`src/rtl/arith_unit_mc.sv`:
```
// Multi-cycle signed arithmetic unit: one-cycle ADD/SUB/MUL, iterative restoring DIV,
// with valid/ready handshakes on both the operand and the result side.
module arith_unit_mc #(
  parameter int WIDTH = 16
) (
  input  logic                 CLK,
  input  logic                 RST,
  input  logic [WIDTH-1:0]     A,
  input  logic [WIDTH-1:0]     B,
  input  logic [1:0]           ALU_FUN,
  input  logic                 IN_VALID,
  output logic                 IN_READY,
  output logic [2*WIDTH-1:0]   Arith_OUT,
  output logic                 OUT_VALID,
  input  logic                 OUT_READY,
  output logic                 OVF,
  output logic                 DIV_ZERO,
  output logic                 dbg_state
);

  // Handshake: a transfer happens on a rising edge where valid & ready are both high;
  // a source holds its payload stable until that edge, and ready never depends on
  // anything but state, OUT_VALID and OUT_READY.

  localparam int CW = $clog2(WIDTH);
  localparam logic [WIDTH-1:0] MIN_VAL = {1'b1, {(WIDTH-1){1'b0}}};

  typedef enum logic {IDLE = 1'b0, BUSY = 1'b1} state_t;

  state_t state, next_state;

  logic [CW-1:0]      cnt;
  logic [WIDTH-1:0]   rem_q, quo_q, dvs_q;
  logic               neg_q, neg_r, div_ovf;

  logic               is_div, b_zero, accept, consume, start_div, last_iter;
  logic [2*WIDTH-1:0] a_ext, b_ext, fast_res;
  logic               fast_ovf;
  logic [WIDTH-1:0]   a_mag, b_mag;
  logic [WIDTH:0]     shifted, trial;
  logic [WIDTH-1:0]   rem_n, quo_n, q_res, r_res;

  assign is_div    = (ALU_FUN == 2'b11);
  assign b_zero    = (B == '0);
  assign accept    = IN_VALID & IN_READY;
  assign consume   = OUT_VALID & OUT_READY;
  assign start_div = accept & is_div & ~b_zero;
  assign last_iter = (state == BUSY) && (cnt == '0);
  assign dbg_state = (state == BUSY);

  always_ff @(posedge CLK or negedge RST) begin
    if (!RST) state <= IDLE;
    else      state <= next_state;
  end

  always_comb begin
    next_state = state;
    IN_READY   = 1'b0;
    case (state)
      IDLE: begin
        IN_READY = ~OUT_VALID | OUT_READY;
        if (IN_VALID && (~OUT_VALID || OUT_READY) && is_div && !b_zero)
          next_state = BUSY;
      end
      BUSY: begin
        if (cnt == '0) next_state = IDLE;
      end
      default: next_state = IDLE;
    endcase
  end

  // Single-cycle ops in 2*WIDTH bits are exact, so overflow is just a sign-extension test.
  assign a_ext = {{WIDTH{A[WIDTH-1]}}, A};
  assign b_ext = {{WIDTH{B[WIDTH-1]}}, B};

  always_comb begin
    fast_res = '0;
    case (ALU_FUN)
      2'b00:   fast_res = a_ext + b_ext;
      2'b01:   fast_res = a_ext - b_ext;
      default: fast_res = a_ext * b_ext;
    endcase
  end

  assign fast_ovf = (fast_res != {{WIDTH{fast_res[WIDTH-1]}}, fast_res[WIDTH-1:0]});

  // Divider works on magnitudes; MIN's magnitude still fits WIDTH unsigned bits.
  assign a_mag = A[WIDTH-1] ? -A : A;
  assign b_mag = B[WIDTH-1] ? -B : B;

  assign shifted = {rem_q, quo_q[WIDTH-1]};
  assign trial   = shifted - {1'b0, dvs_q};
  assign rem_n   = trial[WIDTH] ? shifted[WIDTH-1:0] : trial[WIDTH-1:0];
  assign quo_n   = {quo_q[WIDTH-2:0], ~trial[WIDTH]};
  assign q_res   = neg_q ? -quo_n : quo_n;
  assign r_res   = neg_r ? -rem_n : rem_n;

  always_ff @(posedge CLK or negedge RST) begin
    if (!RST) begin
      cnt       <= '0;
      rem_q     <= '0;
      quo_q     <= '0;
      dvs_q     <= '0;
      neg_q     <= 1'b0;
      neg_r     <= 1'b0;
      div_ovf   <= 1'b0;
      Arith_OUT <= '0;
      OUT_VALID <= 1'b0;
      OVF       <= 1'b0;
      DIV_ZERO  <= 1'b0;
    end else begin
      if (state == BUSY) begin
        rem_q <= rem_n;
        quo_q <= quo_n;
        if (cnt != '0) cnt <= cnt - 1'b1;
      end
      if (start_div) begin
        rem_q   <= '0;
        quo_q   <= a_mag;
        dvs_q   <= b_mag;
        neg_q   <= A[WIDTH-1] ^ B[WIDTH-1];
        neg_r   <= A[WIDTH-1];
        div_ovf <= (A == MIN_VAL) && (B == '1);
        cnt     <= CW'(WIDTH - 1);
      end

      if (accept && !start_div) begin
        OUT_VALID <= 1'b1;
        if (is_div) begin
          Arith_OUT <= {A, {WIDTH{1'b0}}};
          OVF       <= 1'b0;
          DIV_ZERO  <= 1'b1;
        end else begin
          Arith_OUT <= fast_res;
          OVF       <= fast_ovf;
          DIV_ZERO  <= 1'b0;
        end
      end else if (last_iter) begin
        OUT_VALID <= 1'b1;
        Arith_OUT <= {r_res, q_res};
        OVF       <= div_ovf;
        DIV_ZERO  <= 1'b0;
      end else if (consume) begin
        OUT_VALID <= 1'b0;
      end
    end
  end

endmodule

```
`config.mk`:
```
export PLATFORM = sky130hd
export DESIGN_NAME = arith_unit_mc
export DESIGN_NICKNAME = d
export VERILOG_FILES = /design/src/rtl/arith_unit_mc.sv
export SDC_FILE = /design/constraint.sdc
export NUM_CORES = 1
export LEC_CHECK = 0
export ABC_AREA = 1
export BUFFER_PORTS_ARGS = -buffer_cell sky130_fd_sc_hd__buf_2
export CAP_MARGIN = 40
export CORE_ASPECT_RATIO = 2
export CORE_MARGIN = 10
export CORE_UTILIZATION = 45
export CTS_CLUSTER_DIAMETER = 150
export DETAILED_ROUTE_END_ITERATION = 16
export GPL_TIMING_DRIVEN = 0
export HOLD_SLACK_MARGIN = 0.03
export PLACE_DENSITY = 0.72
export SETUP_SLACK_MARGIN = 0.3
export SYNTH_ARGS = -nofsm -noshare
export SYNTH_HDL_FRONTEND = slang
export SYNTH_SLANG_ARGS = --single-unit
```
`constraint.sdc`:
```
create_clock -name CLK -period 3.5 [get_ports CLK]
set_input_delay 0.525 -clock CLK [delete_from_list [all_inputs] [get_ports CLK]]
set_output_delay 0.525 -clock CLK [all_outputs]
set_load 0.005 [all_outputs]
```
Word-level counts from Yosys, hierarchy flattened
Index checks and enable logic that the tools add are counted.

storage, ports and cells
  input port bits = 38
  memory bits (read-only) = 0
  bits in latches = 0
  flip-flop bits (word level) = 91
  RAM bits = 0
  word-level logic and storage cells = 83
  memories kept = 0
  output and inout bits = 37

operators by class
  shifts and indexed selects = 0
  bitwise operators = 10
  add/subtract/negate cells = 8
  divide/modulo/power cells = 0
  eq/ne operators = 5
  magnitude comparators = 0
  reductions and logical operators = 18
  mux-type cells = 29
  multiply operators = 1

operators by type and width
  operator                                                             count
  16-bit 2-to-1 mux                                                    9
  32-bit 2-to-1 mux                                                    3
  16-bit negator                                                       4
  32-bit one-hot mux with 2 select lines                               1
  16-bit == test (second input constant)                               2
  16-bit by 16-bit multiplier with 32-bit output                       1
  16-bit by 16-bit adder with 17-bit output                            1
  16-bit by 16-bit subtractor with 17-bit output                       1
  17-bit by 16-bit subtractor with 17-bit output                       1
  16-bit zero test                                                     1
  16-bit inequality test                                               1
  1-bit 2-to-1 mux                                                     12
  4-bit 2-to-1 mux                                                     3
  1-bit logical AND                                                    6
  2-bit nonzero test                                                   3
  1-bit AND                                                            4
  4-bit zero test                                                      1
  1-bit NOT                                                            4
  4-bit nonzero test                                                   1
  4-bit by 1-bit subtractor with 4-bit output (second input constant)  1
  3-bit nonzero test                                                   1
  2-bit by 1-bit == test with 1-bit output (second input constant)     1
  2-bit == test (second input constant)                                1
  1-bit zero test                                                      2
  other kinds (6)                                                      6

Depth between registers and ports, before layout
  depth after elaboration = 9
  gate-level depth with buffers = 35
  mapped depth without buffers = 33

Worst setup path after synthesis
OpenSTA, ideal clock, no wires.

  path type = input-to-reg
  start point = in A[15]
  end point = reg OVF
  slack = -3.139 ns
  data required time = 3.423 ns
  arrival time = 6.562 ns
  cell stages on the path = 29
  cells stage by stage = clkbuf_1 > buf_1 > buf_1 > nand2_1 > inv_1 > fa_1 > fa_1 > fa_1 > fa_1 > fa_1 > inv_1 > fa_1 > inv_1 > ha_1 > nand2_1 > inv_1 > nand2_1 > nor3_1 > and2_1 > nand2_1 > a21oi_1 > nor2_1 > nor2_1 > nand2_1 > nand2_1 > nor2_1 > nand4_1 > nand2_1 > a21oi_1

on the way
  longest elaborated chain between the ends = 5
  elaborated cells between the ends (all ways) = 7
  those cells by class = add/sub (2); mul (1); eq/ne (1); mux (3)

RTL lines
  what                                                                          line  source
  start, declared                                                               8     input logic [WIDTH-1:0] A,
  16-bit by 16-bit multiplier with 32-bit output, or another cell as far along  81    default: fast_res = a_ext * b_ext;
  32-bit one-hot mux with 2 select lines (*)                                    78    case (ALU_FUN)
  16-bit inequality test (*)                                                    85    assign fast_ovf = (fast_res != {{WIDTH{fast_res[WIDTH-1]}}, fast_res[WIDTH-1:0]});
  1-bit 2-to-1 mux (*)                                                          129   if (is_div) begin
  1-bit 2-to-1 mux (*)                                                          127   if (accept && !start_div) begin
  end signal, assigned                                                          135   OVF <= fast_ovf;
  end signal, assigned                                                          141   OVF <= div_ovf;
  end, declared                                                                 16    output logic OVF,

Mark *: on every way between the ends. The rest lies on a longest branch, timed or not.
A chain may end at the register's enable or synchronous reset.

Final worst setup path
Same ends and word-level chain as after synthesis.

==> run summary <==
post-synth cell types -> 52
Nets -> 3508
DP HPWL -> 71030 microns
initial antenna violation count -> 0
CTS H-tree lvls -> 3
fmax -> 161.8 MHz
total die area -> 0.05312 sq mm
Reg2Reg Depth -> 24
Placed Cells -> 3491
Pre-Repair DR Iteration Count -> 8
core area -> 0.04338 sq mm
first-pass GRT wire length -> 127900 microns
share of the synthesized area in the top cell type -> 26.89%
Reg area -> 0.002277 sq mm
I/O pin count -> 75
DRC viols -> 0
Port Buffers -> 74
initial DRC count -> 1434
vias in the first global route -> 21260
critical path's most frequent cell -> fa_1
Max Cap Viol -> 0
Setup Viol. Count Final -> 28
top cells by area, synth -> fa_1 27%, nand2_1 15%, inv_1 13%
Worst R2R End -> Arith_OUT[14]
relative slew slack -> 41.85%
fin crit share -> 176.6%
Clock Sinks -> 91
clock slew at reported path FFs -> 0.07 ns
slowest cell on the critical path -> fa_2
Synth Net Count -> 3306
Final Hold Viols -> 0
critical path's largest stage delay -> 0.65 ns
hold_buf cts -> 0
hold crit path type -> input port to async pin
Area Overhead vs Synth -> 28.03%
DIE WIDTH -> 168.1 microns
origin of the critical flop-to-flop path -> quo_q[15]
syn_area_per_cell -> 6.885 sq um
area leader, netlist -> fa_1
measured slew at the worst slew-check pin -> 0.8690 ns
clock root cell -> clkbuf_16
Placer Congestion -> 1.031
Async SR Flop Fraction -> 100.0%
Tot GR Track Use -> 32.51%
startpoint type of the worst setup path -> input port
share of cells above drive strength 1 -> 24.61%
DR vias -> 19830
Post-DRT Antenna Nets -> 0
DR vias/cell -> 5.473
Clock Latency Late Sink -> 0.37 ns
synthesized area -> 0.01973 sq mm
WP data arrival -> 6.40 ns
Multi-input gate area -> 0.01624 sq mm
die height -> 316.1 microns
register area share after synthesis -> 11.54%
critical path type -> input port to flop
status -> finished, violations left
largest net degree at the start of global routing -> 58
DP Worst Slack -> -3.552 ns
drt total wl -> 86820 microns
total gr overflow -> 0
main flop type after synthesis -> dfrtp_1
EDFF count, synth -> 0
setup TNS -> -57.66 ns
cts bufs inserted -> 9
fin crit period -> 6.181 ns
fin cells -> 3622
Finished Cell Area -> 0.02526 sq mm
R2R Setup Slk -> -0.35 ns
YS warnings -> 0
highest net fanout along the worst path -> 5
initial core utilization -> 45.48%
routed len/inst -> 23.97 microns
Synth Instances -> 2865
Site Rows -> 108
CTS tree -> built
Max Slew Vio Count -> 0
Worst Path Required -> 3.72 ns
Critical Path Sink Type -> flop
RSZ-0062 raised after global routing -> yes
failing checks -> negative setup slack
fin worst setup slack -> -2.681 ns
Placement Cell Area -> 0.02185 sq mm
Seq cells post-synth -> 91
diode count -> 0
Max clock buf depth -> 2
Worst Skew -> 0.01115 ns
fillers -> 4035
==> per-layer routing <==
| metal | vias to the layer above | wire length [microns] | track usage, % |
|---|---|---|---|
| met3 | 410 | 3954 | 3.893 |
| met4 | 0 | 11640 | 34.89 |
| li1 | 9061 | - | - |
| met2 | 784 | 45760 | 60.83 |
| met1 | 9570 | 25470 | 27.75 |
| met5 | - | 0 | 0 |
==> cells by family (layout without fill, tap and decap cells) <==
logic type	after synthesis	count (layout)	synth area share (%)
buffers and inverters	805	1012	15.57
DFF	91	91	11.54
and+or+nand+nor	1202	1202	25.83
xor gates and xnor gates	57	57	2.531
adders and majority gates	403	403	35.65
AOI/OAI and AO/OA	307	307	8.880
==> per-stage QoR <==
| step | hold slack (ns) | util [%] |
|---|---|---|
| floorplan | 0.2294 | - |
| global placement | 0.4658 | 50.29 |
| detailed placement | 0.4717 | 50.38 |
| CTS | 0.1216 | 56.14 |
| global route | 0.1545 | 58.22 |
| finish | 0.1161 | 58.22 |
==> worst max-delay path: cells and delay by family <==
family          cells  cell delay [ns]
buf+inv             9             0.88
compound gates      1             0.08
simple gates       14             1.39
fa+ha+maj           7             3.48
==> worst max-delay path by stage <==
stage	start	to	cells past startpoint
floorplan	A[15]	OVF	30
global placement	B[10]	OVF	29
detailed placement	A[15]	OVF	30
CTS	A[15]	OVF	32
global route	A[15]	OVF	29
finish	A[15]	OVF	31
==> cell type report <==
type	count	area share [%]
Sequential cell	91	9.017
Buffer	110	5.980
Clock inverter	5	0.3270
Timing Repair Buffer	191	6.183
Inverter	695	10.47
Tap cell	550	2.725
Multi-Input combinational cell	1969	64.30
Clock buffer	11	1.001
==> synth_stat cells, types with 2 or more instances <==
master and n:
nand2_1 769, inv_1 690, fa_1 265, nor2_1 166, nand3_1 151, ha_1 138, a21oi_1 124, o21ai_0 97
dfrtp_1 91, clkbuf_1 72, xor2_1 44, nand4_1 32, nor3_1 20, buf_1 17, a31oi_1 16, buf_2 16
nand2_2 16, o22ai_1 15, o221ai_1 13, xnor2_1 13, nand3b_1 10, o21bai_1 9, o211ai_1 8, nand3_2 7
nor2_2 7, nor4_1 7, nand2_4 6, inv_2 5, a21oi_2 4, nand3_4 3, o2111ai_1 3, o21ai_2 3
or2_2 3, a211oi_1 2, a21o_1 2, a221oi_1 2, clkbuf_2 2, nor3_2 2, o21ai_1 2
==> sequential cells by signal, indices dropped and copies added, names as in the netlist <==
signal / cells
Arith_OUT: 32
dvs_q: 16
quo_q: 16
rem_q: 16
cnt: 4
DIV_ZERO: 1
OUT_VALID: 1
OVF: 1
dbg_state: 1
div_ovf: 1
neg_q: 1
neg_r: 1
==> timing repair <==
item,in CTS,in global routing
endpoints found under the hold margin,0,0
setup endpoints to repair,40,83
pin swaps,145,125
resized for setup,367,173
setup buffers,74,38
gates cloned,2,1
==> cell usage in the layout (no fill, tap or decap), drive strengths merged, types with 3 or more instances in the layout <==
master,n
nand2,792
inv,693
fa,265
buf,233
nor2,174
nand3,161
ha,138
a21oi,129
o21ai,102
dfrtp,91
clkbuf,77
xor2,44
nand4,32
nor3,22
a31oi,16
o22ai,15
o221ai,13
xnor2,13
nand3b,10
o21bai,9
o211ai,8
nor4,7
or2,3
o2111ai,3
clkinv,3
Power is not shown: default switching activity piles up to over one toggle a cycle in this logic, so the estimate is an artifact.
